File: src/rtl/pong_pkg.sv
// Shared types and default rule constants for the ping-pong scorekeeper.
package pong_pkg;

    typedef enum logic [1:0] {
        IDLE = 2'd0,
        PLAY = 2'd1,
        OVER = 2'd2
    } score_st_t;

    typedef enum logic {
        P1 = 1'b0,
        P2 = 1'b1
    } player_t;

    localparam int DEF_W        = 5;
    localparam int DEF_WIN_PTS  = 11;
    localparam int DEF_SRV_SWAP = 2;

    // Width of a counter that runs 0..n-1, never narrower than one bit.
    function automatic int cnt_width(input int n);
        return (n > 1) ? $clog2(n) : 1;
    endfunction

endpackage

File: src/rtl/pong_score_keeper_if.sv
// Bundle between the game logic (master) and the scorekeeper (slave).
interface pong_score_keeper_if
    import pong_pkg::*;
#(
    parameter int W = DEF_W
);

    // Pulse protocol: new_game, pt_p1 and pt_p2 are one-cycle requests sampled on
    // every rising edge with no backpressure; score_upd and pt_err are one-cycle
    // acknowledgements appearing one edge after the request they answer.
    logic         new_game;
    logic         pt_p1;
    logic         pt_p2;
    logic [W-1:0] score_p1;
    logic [W-1:0] score_p2;
    logic         server;
    logic         playing;
    logic         game_over;
    logic         winner;
    logic         score_upd;
    logic         pt_err;
    score_st_t    state;

    modport master (
        output new_game, pt_p1, pt_p2,
        input  score_p1, score_p2, server, playing, game_over, winner,
        input  score_upd, pt_err, state
    );

    modport slave (
        input  new_game, pt_p1, pt_p2,
        output score_p1, score_p2, server, playing, game_over, winner,
        output score_upd, pt_err, state
    );

endinterface

File: src/rtl/pong_score_keeper_inc_ha.sv
// Y = A + 1 as a ripple chain of half-adder cells; the carry out of the top
// stage is dropped because scores never reach the top of the range.
module ha_cell (
    input  logic a_i,
    input  logic b_i,
    output logic s_o,
    output logic c_o
);

    assign s_o = a_i ^ b_i;
    assign c_o = a_i & b_i;

endmodule

module inc_ha #(
    parameter int W = 5
) (
    input  logic [W-1:0] a_i,
    output logic [W-1:0] y_o
);

    logic [W:0] carry;
    logic       carry_unused;

    assign carry[0]     = 1'b1;
    assign carry_unused = carry[W];

    for (genvar i = 0; i < W; i++) begin : g_stage
        ha_cell u_ha (
            .a_i (a_i[i]),
            .b_i (carry[i]),
            .s_o (y_o[i]),
            .c_o (carry[i+1])
        );
    end

endmodule

File: src/rtl/pong_score_keeper.sv
// Match scorekeeper: IDLE/PLAY/OVER FSM, per-player scores, service rotation,
// win-by-two detection with deuce normalisation, and registered event pulses.
module pong_score_keeper
    import pong_pkg::*;
#(
    parameter int W        = DEF_W,
    parameter int WIN_PTS  = DEF_WIN_PTS,
    parameter int SRV_SWAP = DEF_SRV_SWAP
) (
    input  logic                  clk,
    input  logic                  rst,
    pong_score_keeper_if.slave    bus
);

    localparam int            CW       = cnt_width(SRV_SWAP);
    localparam logic [W:0]    WIN_X    = (W+1)'(WIN_PTS);
    localparam logic [W:0]    MARGIN_X = (W+1)'(2);
    localparam logic [W-1:0]  WIN_S    = W'(WIN_PTS);
    localparam logic [W-1:0]  DEUCE_S  = W'(WIN_PTS - 1);
    localparam logic [CW-1:0] CNT_LAST = CW'(SRV_SWAP - 1);

    score_st_t     state_q, state_d;
    logic [W-1:0]  score_p1_q, score_p1_d;
    logic [W-1:0]  score_p2_q, score_p2_d;
    logic [CW-1:0] srv_cnt_q, srv_cnt_d;
    logic          server_q, server_d;
    logic          winner_q, winner_d;
    logic          decided_q, decided_d;
    logic          score_upd_q, score_upd_d;
    logic          pt_err_q, pt_err_d;

    logic [W-1:0]  inc_p1, inc_p2;
    logic [W-1:0]  s_new, o_cur;
    player_t       scorer;
    logic          in_play, pt_one, pt_both, accept;
    logic          deuce, win_hit, tie_hit;

    inc_ha #(.W(W)) u_inc_p1 (
        .a_i (score_p1_q),
        .y_o (inc_p1)
    );

    inc_ha #(.W(W)) u_inc_p2 (
        .a_i (score_p2_q),
        .y_o (inc_p2)
    );

    // Rally decode and the compares on the scorer's incremented value.
    always_comb begin
        in_play = (state_q == PLAY);
        pt_one  = bus.pt_p1 ^ bus.pt_p2;
        pt_both = bus.pt_p1 & bus.pt_p2;
        accept  = in_play & pt_one & ~bus.new_game;
        scorer  = bus.pt_p2 ? P2 : P1;
        s_new   = (scorer == P1) ? inc_p1 : inc_p2;
        o_cur   = (scorer == P1) ? score_p2_q : score_p1_q;
        deuce   = (score_p1_q >= DEUCE_S) && (score_p2_q >= DEUCE_S);
        win_hit = ({1'b0, s_new} >= WIN_X) &&
                  ({1'b0, s_new} >= ({1'b0, o_cur} + MARGIN_X));
        tie_hit = (s_new == WIN_S) && (o_cur == WIN_S);
    end

    always_ff @(posedge clk) begin
        if (rst) begin
            state_q <= IDLE;
        end else begin
            state_q <= state_d;
        end
    end

    always_comb begin
        state_d = state_q;
        if (bus.new_game) begin
            state_d = PLAY;
        end else if (accept && win_hit) begin
            state_d = OVER;
        end
    end

    always_comb begin
        bus.state     = state_q;
        bus.playing   = (state_q == PLAY);
        bus.game_over = (state_q == OVER);
        bus.score_p1  = score_p1_q;
        bus.score_p2  = score_p2_q;
        bus.server    = server_q;
        bus.winner    = winner_q;
        bus.score_upd = score_upd_q;
        bus.pt_err    = pt_err_q;
    end

    always_comb begin
        score_p1_d  = score_p1_q;
        score_p2_d  = score_p2_q;
        srv_cnt_d   = srv_cnt_q;
        server_d    = server_q;
        winner_d    = winner_q;
        decided_d   = decided_q;
        score_upd_d = 1'b0;
        pt_err_d    = 1'b0;

        if (bus.new_game) begin
            score_p1_d = '0;
            score_p2_d = '0;
            srv_cnt_d  = '0;
            // The loser of the last finished game serves; none yet means player 1.
            server_d   = decided_q ? ~winner_q : 1'b0;
        end else if (in_play && pt_both) begin
            pt_err_d = 1'b1;
        end else if (accept) begin
            score_upd_d = 1'b1;
            if (tie_hit) begin
                score_p1_d = DEUCE_S;
                score_p2_d = DEUCE_S;
            end else if (scorer == P1) begin
                score_p1_d = s_new;
            end else begin
                score_p2_d = s_new;
            end

            if (win_hit) begin
                winner_d  = logic'(scorer);
                decided_d = 1'b1;
            end else if (deuce) begin
                server_d  = ~server_q;
                srv_cnt_d = '0;
            end else if (srv_cnt_q == CNT_LAST) begin
                server_d  = ~server_q;
                srv_cnt_d = '0;
            end else begin
                srv_cnt_d = srv_cnt_q + CW'(1);
            end
        end
    end

    always_ff @(posedge clk) begin
        if (rst) begin
            score_p1_q  <= '0;
            score_p2_q  <= '0;
            srv_cnt_q   <= '0;
            server_q    <= 1'b0;
            winner_q    <= 1'b0;
            decided_q   <= 1'b0;
            score_upd_q <= 1'b0;
            pt_err_q    <= 1'b0;
        end else begin
            score_p1_q  <= score_p1_d;
            score_p2_q  <= score_p2_d;
            srv_cnt_q   <= srv_cnt_d;
            server_q    <= server_d;
            winner_q    <= winner_d;
            decided_q   <= decided_d;
            score_upd_q <= score_upd_d;
            pt_err_q    <= pt_err_d;
        end
    end

endmodule
File: src/flat_wrapper.sv
// flat-port wrapper written by rule: the top's interface ports become plain ports
module pong_score_keeper_flat import pong_pkg::*;
#(
    parameter int W        = DEF_W,
    parameter int WIN_PTS  = DEF_WIN_PTS,
    parameter int SRV_SWAP = DEF_SRV_SWAP
)
  (clk, rst, bus_new_game, bus_pt_p1, bus_pt_p2, bus_score_p1, bus_score_p2, bus_server, bus_playing, bus_game_over, bus_winner, bus_score_upd, bus_pt_err, bus_state);
  pong_score_keeper_if #(.W(W)) bus_i ();
  input  logic clk;
  input  logic rst;
  input wire logic [$bits(bus_i.new_game)-1:0] bus_new_game;
  input wire logic [$bits(bus_i.pt_p1)-1:0] bus_pt_p1;
  input wire logic [$bits(bus_i.pt_p2)-1:0] bus_pt_p2;
  output wire logic [$bits(bus_i.score_p1)-1:0] bus_score_p1;
  output wire logic [$bits(bus_i.score_p2)-1:0] bus_score_p2;
  output wire logic [$bits(bus_i.server)-1:0] bus_server;
  output wire logic [$bits(bus_i.playing)-1:0] bus_playing;
  output wire logic [$bits(bus_i.game_over)-1:0] bus_game_over;
  output wire logic [$bits(bus_i.winner)-1:0] bus_winner;
  output wire logic [$bits(bus_i.score_upd)-1:0] bus_score_upd;
  output wire logic [$bits(bus_i.pt_err)-1:0] bus_pt_err;
  output wire logic [$bits(bus_i.state)-1:0] bus_state;
  assign bus_i.new_game = bus_new_game;
  assign bus_i.pt_p1 = bus_pt_p1;
  assign bus_i.pt_p2 = bus_pt_p2;
  assign bus_score_p1 = bus_i.score_p1;
  assign bus_score_p2 = bus_i.score_p2;
  assign bus_server = bus_i.server;
  assign bus_playing = bus_i.playing;
  assign bus_game_over = bus_i.game_over;
  assign bus_winner = bus_i.winner;
  assign bus_score_upd = bus_i.score_upd;
  assign bus_pt_err = bus_i.pt_err;
  assign bus_state = bus_i.state;
  pong_score_keeper #(.W(W), .WIN_PTS(WIN_PTS), .SRV_SWAP(SRV_SWAP)) u_core (.clk(clk), .rst(rst), .bus(bus_i));
endmodule
File: config.mk
export PLATFORM = sky130hd
export DESIGN_NAME = pong_score_keeper_flat
export DESIGN_NICKNAME = d
export VERILOG_FILES = /design/src/rtl/pong_pkg.sv /design/src/rtl/pong_score_keeper_if.sv /design/src/rtl/pong_score_keeper_inc_ha.sv /design/src/rtl/pong_score_keeper.sv /design/src/flat_wrapper.sv
export SDC_FILE = /design/constraint.sdc
export NUM_CORES = 1
export LEC_CHECK = 0
export CAP_MARGIN = 20
export CORE_MARGIN = 2
export CORE_UTILIZATION = 47
export DETAILED_ROUTE_END_ITERATION = 7
export DONT_BUFFER_PORTS = 1
export MAX_ROUTING_LAYER = met4
export SYNTH_ARGS = -nofsm -noshare
export SYNTH_HDL_FRONTEND = slang
export SYNTH_SLANG_ARGS = --single-unit
File: constraint.sdc
create_clock -name clk -period 4.1 [get_ports clk]
set_input_delay 0.41 -clock clk [delete_from_list [all_inputs] [get_ports clk]]
set_output_delay 0.41 -clock clk [all_outputs]
set_load 0.05 [all_outputs]
==> flow_summary.ini <==
[run_status]
status = finished clean

[floorplan]
die_area_sq_um = 3528
fp-row-count = 20
start_util = 0.4845
io_pins = 23
die_w_um = 59.40
core_sq_um = 2978
die_h_um = 59.40

[synthesis]
syn_inst = 158
async_flop_share = 0
synth_edf_count = 0
yosysUniqueCellTypes = 48
synth-seq-cells = 18
synth_flop_cell = dfxtp_1
yosysSeqAreaShare = 0.2498
yosys_warnings = 0
synth_nets = 176
synth.avg_cell_area_sq_um = 9.131
syn_area_sq_um = 1443

[power_and_ir_drop]
clkPwrFrac = 0.341
pwr-share-comb = 0.109
power.total_uw = 332.2
irDropWorstVdd_v = 0.0001208
p_sw_frac = 0.2618
netSwitchingPower_uw = 86.95
p_seq_frac = 0.549
powerDensity_nw_per_um2 = 229.7
p_int_uw = 245.2
leakage_uw = 0.0005754

[grt]
grt.overflow.total = 0
grt_pass1_wl_mm = 5.181
grt_use_total = 0.2019
grt_pass1_vias = 1149
grt_max_degree = 28
antenna_found_initial = 0

[setup_path]
start_kind = register
end_kind = register
critPathKind = register to register
worst-path-max-fanout = 9
reg2reg_slack_ns = 0.85
reg2reg_from = u_core.bus.score_p1[0]
reg2regPathDepth = 10
r2r-end = u_core.bus.server
cp.arrival_ns = 3.45
cp.required_ns = 4.29

[final_layout]
areaGrowthSynthToFinish_pct = 0.2604
fin_area_sq_um = 1446
multiInputGateArea_sq_um = 944.7
seqCellArea_sq_um = 360.3
final_common_cell = dfxtp_1
final_cell_mix = 18 x dfxtp_1, 14 x nor3_1, 13 x ha_1
antenna_cells = 0
num-fill-cells = 297
layout.nets = 171
drive_gt1_frac = 0.2105

[clocking]
cts.path.max_buffers = 2
cts_buffers = 3
hold_buffers = 0
root_buffer = clkbuf_4
cts.repair.resized = 0
clkTransAtPathRegs_ns = 0.12
clk_latency_ns = 0.30
cts_tree = built
cts_max_level = 1
post_cts_buffers = 0
cts.sinks = 18

[sta]
fin_skew_ns = 0.01083
max_slew_margin = 0.3550
fin_crit_ns = 3.253
final_max_slew_viol_count = 0
worst_slew_pin_slew_ns = 0.9655
holdWs_ns = 0.1653
rsz0062_at_grt = false
setup_viol = 0
min_period_over_period = 0.7934
fmax_mhz = 307.4
setup_tns_ns = 0
finalHoldViolCount = 0
setup_ws_ns = 0.8470

[route]
routedWlPerCell_um = 17.55
antenna_left = 0
first_iter_violations = 45
first_pass_iters = 4
postRouteWirelength_mm = 3.247
vias_per_cell = 6.378
drc = 0
vias = 1180

[min_path]
worstHoldStart = rst
min_to = u_core.bus.state[0]
holdPathStages = 1
hold_path_class = primary input to register

[place]
place_congestion = 0.8875
place_area_sq_um = 1410
hpwl_mm = 2.467
port_buffers = 0
place_ws_ns = 0.8998

[flow_run]
cap_violations = 0
-- cells in the mapped netlist (3+ instances only) --
cell type,count,area [sq um]
dfxtp_1,18,360.4
a21oi_1,12,60.06
nor3_1,14,70.07
clkbuf_1,4,15.01
o21ai_0,6,30.03
nor2_1,6,22.52
nand2b_1,4,25.02
nand3_1,5,25.02
nor2b_1,5,31.28
mux2_2,6,67.56
mux2i_1,4,40.04
ha_1,13,162.7
xnor2_1,3,26.28
buf_4,10,75.07
o21a_1,6,45.04
inv_1,3,11.26
-- layout make-up --
| class | instances | area share |
|---|---|---|
| inverters | 3 | 0.007785 |
| multi-input cells | 120 | 0.6531 |
| well taps | 33 | 0.02855 |
| clock buffers | 4 | 0.02509 |
| flip-flops and latches | 18 | 0.2491 |
| repair buffers | 7 | 0.03633 |
-- how the worst max path moves through the flow --
| stage | startpoint | end | slack [ns] |
|---|---|---|---|
| detailed placement | u_core.bus.score_p1[0] | u_core.bus.server | 0.90 |
| global route | u_core.bus.score_p1[0] | u_core.bus.server | 0.65 |
| finish | u_core.bus.score_p1[0] | u_core.bus.server | 0.85 |
| global placement | u_core.bus.score_p2[0] | u_core.bus.server | 0.96 |
| CTS | u_core.bus.score_p1[0] | u_core.bus.server | 0.86 |
| floorplan | bus_pt_p2 | u_core.bus.server | 1.11 |
-- stage by stage --
| step | utilization | instances |
|---|---|---|
| final | 0.4857 | 185 |
| after global routing | 0.4857 | 185 |
| after CTS | 0.4857 | 185 |
| after detailed placement | 0.4735 | 181 |
| after global placement | 0.4735 | 181 |
| after floorplan | - | 158 |
-- power groups by stage --
| stage | Combinational, uW | Sequential (uW) | Clock (uW) |
|---|---|---|---|
| 3_3_place_gp | 35.6 | 186 | 0 |
| 6_report | 36.3 | 183 | 113 |
| 5_1_grt | 39.8 | 183 | 121 |
| 2_1_floorplan | 38.8 | 186 | 0 |
| 3_5_place_dp | 36.2 | 187 | 0 |
| 4_1_cts | 36.4 | 183 | 119 |
-- cell families after synthesis --
| logic type | count (synthesis) | synth area share |
|---|---|---|
| AOI/OAI and AO/OA | 39 | 0.2012 |
| adders and majority gates | 13 | 0.1128 |
| and+or+nand+nor | 52 | 0.2168 |
| buffers and inverters | 20 | 0.09539 |
| xor gates and xnor gates | 4 | 0.02429 |
| DFF | 18 | 0.2498 |
| muxes | 12 | 0.09973 |
-- layer usage --
metal	global-route usage	routed length, um
met1	0.2383	1327
met4	0.1039	125
met2	0.3297	1511
met5	-	0
met3	0.03057	283
-- registers in the layout (all words and copies together) (netlist names) --
register and count:
u_core.srv_cnt_q 1, u_core.bus.pt_err 1, u_core.bus.score_upd 1, u_core.bus.winner 1, u_core.bus.score_p2 5, u_core.decided_q 1, u_core.bus.score_p1 5, u_core.bus.server 1
u_core.bus.state 2
-- worst max-delay path, cell delays in order (launching register included) --
cell and delay, ns:
dfxtp_1 0.79, ha_1 0.27, ha_1 0.15, ha_1 0.25, mux2i_2 0.32, inv_1 0.08
ha_1 0.29, o21a_1 0.16, a21oi_1 0.36, nor3_1 0.10, or3b_1 0.37
Power figures use the tool's default switching activity.
